<file path="config.mk">
export PLATFORM = sky130hd
export DESIGN_NAME = axi_master_arbiter
export DESIGN_NICKNAME = d
export VERILOG_FILES = /design/src/rtl/axi_master_arbiter.sv
export SDC_FILE = /design/constraint.sdc
export NUM_CORES = 1
export LEC_CHECK = 0
export CORE_AREA = 4 4 178 180
export DETAILED_ROUTE_END_ITERATION = 10
export DIE_AREA = 0 0 182 184
export GPL_TIMING_DRIVEN = 0
export PLACE_DENSITY_LB_ADDON = 0.1
export SLEW_MARGIN = 20
export SYNTH_ARGS = -nofsm -noshare
export SYNTH_HDL_FRONTEND = slang
export SYNTH_SLANG_ARGS = --single-unit
export TNS_END_PERCENT = 10
</file>
<file path="constraint.sdc">
create_clock -name clk -period 1.76 [get_ports clk]
set_input_delay 0.176 -clock clk [delete_from_list [all_inputs] [get_ports clk]]
set_output_delay 0.176 -clock clk [all_outputs]
set_load 0.02 [all_outputs]
</file>
<file path="src/rtl/axi_master_arbiter.sv">
// Merges the core's ifetch and data AXI4-Lite master ports onto one system bus master.
// One transaction is outstanding at a time; the granted port's channels are forwarded
// combinationally. Write requests from the ifetch port are answered locally with SLVERR.
module axi_master_arbiter #(
  parameter bit DATA_FIRST = 1'b1
) (
  input  logic        clk,
  input  logic        rst,
  // ifetch port (slave side)
  input  logic        i_ifetch_awvalid,
  output logic        o_ifetch_awready,
  input  logic [31:0] i_ifetch_awaddr,
  input  logic [2:0]  i_ifetch_awprot,
  input  logic        i_ifetch_wvalid,
  output logic        o_ifetch_wready,
  input  logic [31:0] i_ifetch_wdata,
  input  logic [3:0]  i_ifetch_wstrb,
  output logic        o_ifetch_bvalid,
  input  logic        i_ifetch_bready,
  output logic [1:0]  o_ifetch_bresp,
  input  logic        i_ifetch_arvalid,
  output logic        o_ifetch_arready,
  input  logic [31:0] i_ifetch_araddr,
  input  logic [2:0]  i_ifetch_arprot,
  output logic        o_ifetch_rvalid,
  input  logic        i_ifetch_rready,
  output logic [31:0] o_ifetch_rdata,
  output logic [1:0]  o_ifetch_rresp,
  // data port (slave side)
  input  logic        i_data_awvalid,
  output logic        o_data_awready,
  input  logic [31:0] i_data_awaddr,
  input  logic [2:0]  i_data_awprot,
  input  logic        i_data_wvalid,
  output logic        o_data_wready,
  input  logic [31:0] i_data_wdata,
  input  logic [3:0]  i_data_wstrb,
  output logic        o_data_bvalid,
  input  logic        i_data_bready,
  output logic [1:0]  o_data_bresp,
  input  logic        i_data_arvalid,
  output logic        o_data_arready,
  input  logic [31:0] i_data_araddr,
  input  logic [2:0]  i_data_arprot,
  output logic        o_data_rvalid,
  input  logic        i_data_rready,
  output logic [31:0] o_data_rdata,
  output logic [1:0]  o_data_rresp,
  // system bus (master side)
  output logic        o_sys_awvalid,
  input  logic        i_sys_awready,
  output logic [31:0] o_sys_awaddr,
  output logic [2:0]  o_sys_awprot,
  output logic        o_sys_wvalid,
  input  logic        i_sys_wready,
  output logic [31:0] o_sys_wdata,
  output logic [3:0]  o_sys_wstrb,
  input  logic        i_sys_bvalid,
  output logic        o_sys_bready,
  input  logic [1:0]  i_sys_bresp,
  output logic        o_sys_arvalid,
  input  logic        i_sys_arready,
  output logic [31:0] o_sys_araddr,
  output logic [2:0]  o_sys_arprot,
  input  logic        i_sys_rvalid,
  output logic        o_sys_rready,
  input  logic [31:0] i_sys_rdata,
  input  logic [1:0]  i_sys_rresp
);

  typedef enum logic [2:0] {StIdle, StRd, StWr, StWrResp, StWrErr} state_e;

  state_e r_state, w_state_next;
  logic   r_gnt_data;   // 1: data port owns the bus, 0: ifetch port
  logic   r_last_data;  // last completed grant went to the data port
  logic   r_aw_done, r_w_done, r_ar_done;

  logic w_data_rd, w_data_req, w_ifetch_rd, w_ifetch_req, w_pick_data;
  logic w_ar_hs, w_r_hs, w_aw_hs, w_w_hs, w_b_hs, w_wr_both;
  logic w_err_aw_hs, w_err_w_hs, w_err_b_hs;

  // ifetch write payload is never forwarded
  logic w_unused_ifetch;
  assign w_unused_ifetch = ^{i_ifetch_awaddr, i_ifetch_awprot, i_ifetch_wdata, i_ifetch_wstrb};

  assign w_data_rd    = i_data_arvalid;
  assign w_data_req   = i_data_arvalid | i_data_awvalid | i_data_wvalid;
  assign w_ifetch_rd  = i_ifetch_arvalid;
  assign w_ifetch_req = i_ifetch_arvalid | i_ifetch_awvalid | i_ifetch_wvalid;
  // Round-robin tie goes to the port that did not win last time
  assign w_pick_data  = w_data_req & (~w_ifetch_req | DATA_FIRST | ~r_last_data);

  assign w_ar_hs     = o_sys_arvalid & i_sys_arready;
  assign w_r_hs      = i_sys_rvalid & o_sys_rready;
  assign w_aw_hs     = o_sys_awvalid & i_sys_awready;
  assign w_w_hs      = o_sys_wvalid & i_sys_wready;
  assign w_b_hs      = i_sys_bvalid & o_sys_bready;
  assign w_wr_both   = (r_aw_done | w_aw_hs) & (r_w_done | w_w_hs);
  assign w_err_aw_hs = i_ifetch_awvalid & o_ifetch_awready;
  assign w_err_w_hs  = i_ifetch_wvalid & o_ifetch_wready;
  assign w_err_b_hs  = o_ifetch_bvalid & i_ifetch_bready;

  // Payload fields follow the grant; only valid/ready are qualified by state
  assign o_sys_araddr   = r_gnt_data ? i_data_araddr : i_ifetch_araddr;
  assign o_sys_arprot   = r_gnt_data ? i_data_arprot : i_ifetch_arprot;
  assign o_sys_awaddr   = i_data_awaddr;
  assign o_sys_awprot   = i_data_awprot;
  assign o_sys_wdata    = i_data_wdata;
  assign o_sys_wstrb    = i_data_wstrb;
  assign o_data_rdata   = i_sys_rdata;
  assign o_data_rresp   = i_sys_rresp;
  assign o_ifetch_rdata = i_sys_rdata;
  assign o_ifetch_rresp = i_sys_rresp;
  assign o_data_bresp   = i_sys_bresp;
  assign o_ifetch_bresp = 2'b10;

  // State register
  always_ff @(posedge clk or posedge rst) begin
    if (rst) r_state <= StIdle;
    else     r_state <= w_state_next;
  end

  // Grant, fairness history and per-channel completion flags
  always_ff @(posedge clk or posedge rst) begin
    if (rst) begin
      r_gnt_data  <= 1'b0;
      r_last_data <= 1'b0;
      r_aw_done   <= 1'b0;
      r_w_done    <= 1'b0;
      r_ar_done   <= 1'b0;
    end else begin
      unique case (r_state)
        StIdle: begin
          r_gnt_data <= w_pick_data;
          r_aw_done  <= 1'b0;
          r_w_done   <= 1'b0;
          r_ar_done  <= 1'b0;
        end
        StRd: begin
          if (w_r_hs) begin
            r_ar_done   <= 1'b0;
            r_last_data <= r_gnt_data;
          end else if (w_ar_hs) begin
            r_ar_done <= 1'b1;
          end
        end
        StWr: begin
          if (w_wr_both) begin
            r_aw_done <= 1'b0;
            r_w_done  <= 1'b0;
          end else begin
            if (w_aw_hs) r_aw_done <= 1'b1;
            if (w_w_hs)  r_w_done  <= 1'b1;
          end
        end
        StWrResp: begin
          if (w_b_hs) r_last_data <= 1'b1;
        end
        StWrErr: begin
          if (w_err_b_hs) begin
            r_aw_done   <= 1'b0;
            r_w_done    <= 1'b0;
            r_last_data <= 1'b0;
          end else begin
            if (w_err_aw_hs) r_aw_done <= 1'b1;
            if (w_err_w_hs)  r_w_done  <= 1'b1;
          end
        end
        default: ;
      endcase
    end
  end

  // Next-state: arbitration in idle, then wait for the closing handshake
  always_comb begin
    w_state_next = r_state;
    unique case (r_state)
      StIdle: begin
        if (w_pick_data)       w_state_next = w_data_rd ? StRd : StWr;
        else if (w_ifetch_req) w_state_next = w_ifetch_rd ? StRd : StWrErr;
      end
      StRd:     if (w_r_hs)     w_state_next = StIdle;
      StWr:     if (w_wr_both)  w_state_next = StWrResp;
      StWrResp: if (w_b_hs)     w_state_next = StIdle;
      StWrErr:  if (w_err_b_hs) w_state_next = StIdle;
      default:  w_state_next = StIdle;
    endcase
  end

  // Valid/ready routing for the granted port; everything else held low
  always_comb begin
    o_ifetch_awready = 1'b0;
    o_ifetch_wready  = 1'b0;
    o_ifetch_bvalid  = 1'b0;
    o_ifetch_arready = 1'b0;
    o_ifetch_rvalid  = 1'b0;
    o_data_awready   = 1'b0;
    o_data_wready    = 1'b0;
    o_data_bvalid    = 1'b0;
    o_data_arready   = 1'b0;
    o_data_rvalid    = 1'b0;
    o_sys_awvalid    = 1'b0;
    o_sys_wvalid     = 1'b0;
    o_sys_bready     = 1'b0;
    o_sys_arvalid    = 1'b0;
    o_sys_rready     = 1'b0;
    unique case (r_state)
      StRd: begin
        if (r_gnt_data) begin
          o_sys_arvalid  = i_data_arvalid & ~r_ar_done;
          o_data_arready = i_sys_arready & ~r_ar_done;
          o_data_rvalid  = i_sys_rvalid;
          o_sys_rready   = i_data_rready;
        end else begin
          o_sys_arvalid    = i_ifetch_arvalid & ~r_ar_done;
          o_ifetch_arready = i_sys_arready & ~r_ar_done;
          o_ifetch_rvalid  = i_sys_rvalid;
          o_sys_rready     = i_ifetch_rready;
        end
      end
      StWr: begin
        o_sys_awvalid  = i_data_awvalid & ~r_aw_done;
        o_data_awready = i_sys_awready & ~r_aw_done;
        o_sys_wvalid   = i_data_wvalid & ~r_w_done;
        o_data_wready  = i_sys_wready & ~r_w_done;
      end
      StWrResp: begin
        o_data_bvalid = i_sys_bvalid;
        o_sys_bready  = i_data_bready;
      end
      StWrErr: begin
        o_ifetch_awready = ~r_aw_done;
        o_ifetch_wready  = ~r_w_done;
        o_ifetch_bvalid  = r_aw_done & r_w_done;
      end
      default: ;
    endcase
  end

endmodule

</file>
=== Yosys cells after proc, flatten, opt, wreduce, memory -nomap -nowiden ===
Cells that the tools add are included.
Widths: inputs -> output; s select.

* Reduce and logical (&&, ||, !) cells: 7
* Equality and inequality tests: 14
* Bitwise operators: 26
* Muxes and demuxes: 45

{| class="wikitable"
|+ Operators by type and width
! cell !! number
|-
| $mux 32 || 1
|-
| $mux 1 || 31
|-
| $mux 3 || 8
|-
| $ne 3x3->1 const B || 6
|-
| $and 1x1->1 || 17
|-
| $pmux 3 s5 || 1
|-
| $ne 2x2->1 const B || 4
|-
| $eq 3x2->1 const B || 2
|-
| $or 1x1->1 || 6
|-
| $pmux 1 s3 || 2
|-
| $reduce_and 3->1 || 2
|-
| $reduce_and 5->1 || 1
|-
| $eq 3x1->1 const B || 1
|-
| $eq 3x3->1 const B || 1
|-
| $logic_not 3->1 || 1
|-
| $not 1->1 || 3
|-
| $reduce_bool 3->1 || 1
|-
| $mux 2 || 1
|-
| $pmux 1 s2 || 1
|-
| $reduce_and 2->1 || 1
|-
| $reduce_bool 2->1 || 1
|}

* Output and inout bits: 193
* Bits in registers: 7
* Input port bits: 265
* Logic and storage cells: 97

=== Logic depth before layout (Yosys ltp) ===
* Word-level depth: 8
* Depth in mapped cells: 6
* Gate-level depth less buffers: 5

=== Worst setup path after synthesis ===
No wires, ideal clock.

* Path type: flip-flop to output port
* From: register r_gnt_data
* To: output port o_data_rvalid
* Required time: 1.584 ns
* Arrival: 1.592 ns
* Path buffers: 2
* Setup slack: -0.008 ns
* Cell stages (with the launch flop): 5
* Cell sequence: dfrtp_1 > buf_2 > buf_2 > inv_1 > nor4_1

* Longest elaborated chain between the ends: 2

{| class="wikitable"
|+ Ends and longest elaborated chain
! element !! RTL line !! text
|-
| start, declared || 74 || <nowiki>logic r_gnt_data;</nowiki>
|-
| start signal, assigned || 134 || <nowiki>r_gnt_data <= w_pick_data;</nowiki>
|-
| $mux 1 || 209 || <nowiki>if (r_gnt_data) begin</nowiki>
|-
| $mux 1 || 207 || <nowiki>unique case (r_state)</nowiki>
|-
| end, declared || 45 || <nowiki>output logic o_data_rvalid,</nowiki>
|}

Every way passes these cells.

=== Worst setup path in the final report ===
* From: register r_state[2]
* To: output port o_ifetch_arready

* Longest elaborated chain between the ends: 2

{| class="wikitable"
|+ Ends and longest elaborated chain
! element !! RTL line !! text
|-
| start, declared || 73 || <nowiki>state_e r_state, w_state_next;</nowiki>
|-
| start signal, assigned || 119 || <nowiki>if (rst) r_state <= StIdle;</nowiki>
|-
| start signal, assigned || 120 || <nowiki>else r_state <= w_state_next;</nowiki>
|-
| $eq 3x1->1 || 207 ||
|-
| $mux 1 || 207 ||
|-
| end, declared || 22 || <nowiki>output logic o_ifetch_arready,</nowiki>
|}

Every way passes these cells.

==> impl_metrics.json <==
{
  "tritoncts": "done",
  "drc": 0,
  "dp_cells": 935,
  "antenna_found_initial": 1,
  "fin_crit_ns": 1.71,
  "core_area_um2": 30200,
  "die_w_um": 182,
  "synth_fp_nets": 527,
  "gp_congestion": 0.767,
  "io_buffers": 277,
  "start_util_pct": 6.93,
  "clock-root-buffer": "clkbuf_16",
  "synth.distinct_cells": 32,
  "dp_hpwl_um": 10700,
  "layout_setup_ws_ns": 0.0487,
  "cts_sinks": 7,
  "cpMaxStageDelayCell": "dfrtp_1",
  "seq_area_frac_synth_pct": 8.38,
  "power_mw": 4.00,
  "insertedDiodeCount": 0,
  "clk_latency_ns": 0.23,
  "crit_path_end_kind": "primary output",
  "p_per_area_nw_per_um2": 736,
  "clk_pin_slew_ns": 0.04,
  "drive_gt1_share_pct": 42.6,
  "die_y_um": 184,
  "crit_fanout": 10,
  "cap_violations": 0,
  "grt_overflow": 0,
  "synth.top_cell.area_share_pct": 51.3,
  "cp.required_ns": 1.58,
  "htreeDepth": 1,
  "fp-row-count": 64,
  "syn-instance-count": 262,
  "critPathMaxStageDelay_ns": 0.42,
  "path_buf_inv": 2,
  "place_ws_ns": -0.780,
  "setup_violations": 0,
  "grt_max_degree": 11,
  "fp.dieArea_um2": 33500,
  "finalMaxSlewViolations": 0,
  "critPathTopFamily": "simple AND/OR/NAND/NOR gates",
  "cts_buffers": 3,
  "yosysTopAreaCell": "buf_4",
  "worst_clock_skew_ns": 0.000289,
  "cts_buffer_depth": 2,
  "synth_edf_count": 0,
  "synthTopCellsByCount": "143 x buf_4, 36 x mux2_2, 8 x nor2_1",
  "drtPass1Iterations": 3,
  "tns_ns": 0,
  "vias": 2686,
  "synthArstFlopShare_pct": 100,
  "synth_area_per_cell_um2": 7.98,
  "via_per_inst": 2.85,
  "fmax_mhz": 584,
  "power_leakage_nw": 2.33,
  "status": "completed",
  "hp-class": "in2async",
  "post-route-period-util_pct": 97.2,
  "hold_viol": 0,
  "cp_common_cell": "buf_4",
  "ys_warn_count": 0,
  "worstPathArrival_ns": 1.54,
  "io_pins": 458,
  "grt_pass1_wl_um": 16300,
  "synth_most_common_cell": "buf_4",
  "syn_area_um2": 2090,
  "stdcell_count": 941,
  "fin_nets": 811,
  "track_usage_pct": 6.07,
  "ys_ff_latch": 7,
  "ant_nets": 0,
  "synth_flop_cell": "dfrtp_1",
  "first_iter_violations": 37,
  "worst_ir_drop_vdd_mv": 0.292,
  "cp_cell_sequence": "buf_4, nand2b_4, nor3_4, and3_1, buf_4",
  "rsz0062_at_grt": "yes",
  "start_kind": "register",
  "wl_um": 11800,
  "synth_area_leaders": "buf_4 51%, mux2_2 19%, dfrtp_1 8.4%",
  "ctsHoldBuffers": 0,
  "criticalPathCategory": "reg2out",
  "area_growth_pct": 160,
  "grt_pass1_vias": 2863,
  "routedWlPerCell_um": 12.5
}
-- area by class of cell --
class,instances,area (µm²)
Fill cell,3369,24800
Timing Repair Buffer,279,2640
Buffer,151,1170
Multi-Input combinational cell,98,848
Tap cell,396,495
Sequential cell,7,176
Clock buffer,4,78.8
Inverter,6,22.5
-- cell families after synthesis --
logic type / after synthesis / synth area share [%]
AO/OA/AOI/OAI: 18 / 6.22
other: 2 / 0.359
AND/OR/NAND/NOR: 41 / 11.0
multiplexers: 37 / 19.9
flip-flops: 7 / 8.38
buffers and inverters: 157 / 54.2
-- worst paths after layout --
kind / from / slack, ns / endpoint / cells past startpoint
max: r_state[2] / 0.05 / o_ifetch_arready / 5
min: rst / 0.24 / r_state[1] / 2
max reg2reg: r_gnt_data / 0.06 / r_state[1] / 6
min reg2reg: r_ar_done / 0.59 / r_ar_done / 2
max in group asynchronous: rst / 1.24 / r_gnt_data / 2
min in group clk: r_ar_done / 0.59 / r_ar_done / 2
-- sequential cells by signal, summed over array words and instances (netlist names) --
name        flops
r_ar_done       1
r_aw_done       1
r_gnt_data      1
r_state         3
r_w_done        1
-- where the power goes --
group	total [mW]	switching (mW)	internal [mW]	leakage [nW]
clock	0.388	0.0862	0.301	0.0382
combinational	3.28	1.63	1.66	2.20
sequential	0.327	0.0951	0.232	0.0861
total	4.00	1.81	2.19	2.33
-- cells in the final DEF (no fill, tap or decap), types with 5 or more instances in the layout --
cell type	synthesis	final
buf_4	143	153
inv_1	6	6
nor2_1	8	8
mux2_2	36	36
buf_2	6	22
dlygate4sd2_1	0	18
dfrtp_1	7	6
and2_1	5	5
nand2_1	6	6
o21ai_0	5	5
clkdlybuf4s50_1	0	227
-- timing repair --
item / 4_1_cts / 5_1_grt
gates resized for setup: 172 / 11
setup buffers: 2 / 0
pin swaps: 1 / 2
endpoints found under the setup margin: 50 / 12
-- stage by stage --
| step | utilization, % | instance area, µm² | hold slack, ns |
|---|---|---|---|
| floorplan | - | 2100 | -0.0206 |
| global placement | 17.8 | 5370 | 0.497 |
| detailed placement | 17.8 | 5370 | 0.503 |
| CTS | 18.0 | 5420 | 0.263 |
| global route | 18.0 | 5430 | 0.273 |
| finish | 18.0 | 5430 | 0.239 |
-- worst reg2reg max path: stages, from the launching register on --
cell	delay [ns]
dfrtp_2	0.45
buf_4	0.17
mux2i_2	0.18
o311ai_4	0.29
nand4_1	0.22
nor3_2	0.16
o22a_1	0.15
-- per-layer routing --
layer	global-route usage, %	wire (µm)
met5	0	13
met2	12.6	6510
met3	2.14	1320
met1	6.00	3890
met4	0.360	27
Power figures use the tool's default switching activity.
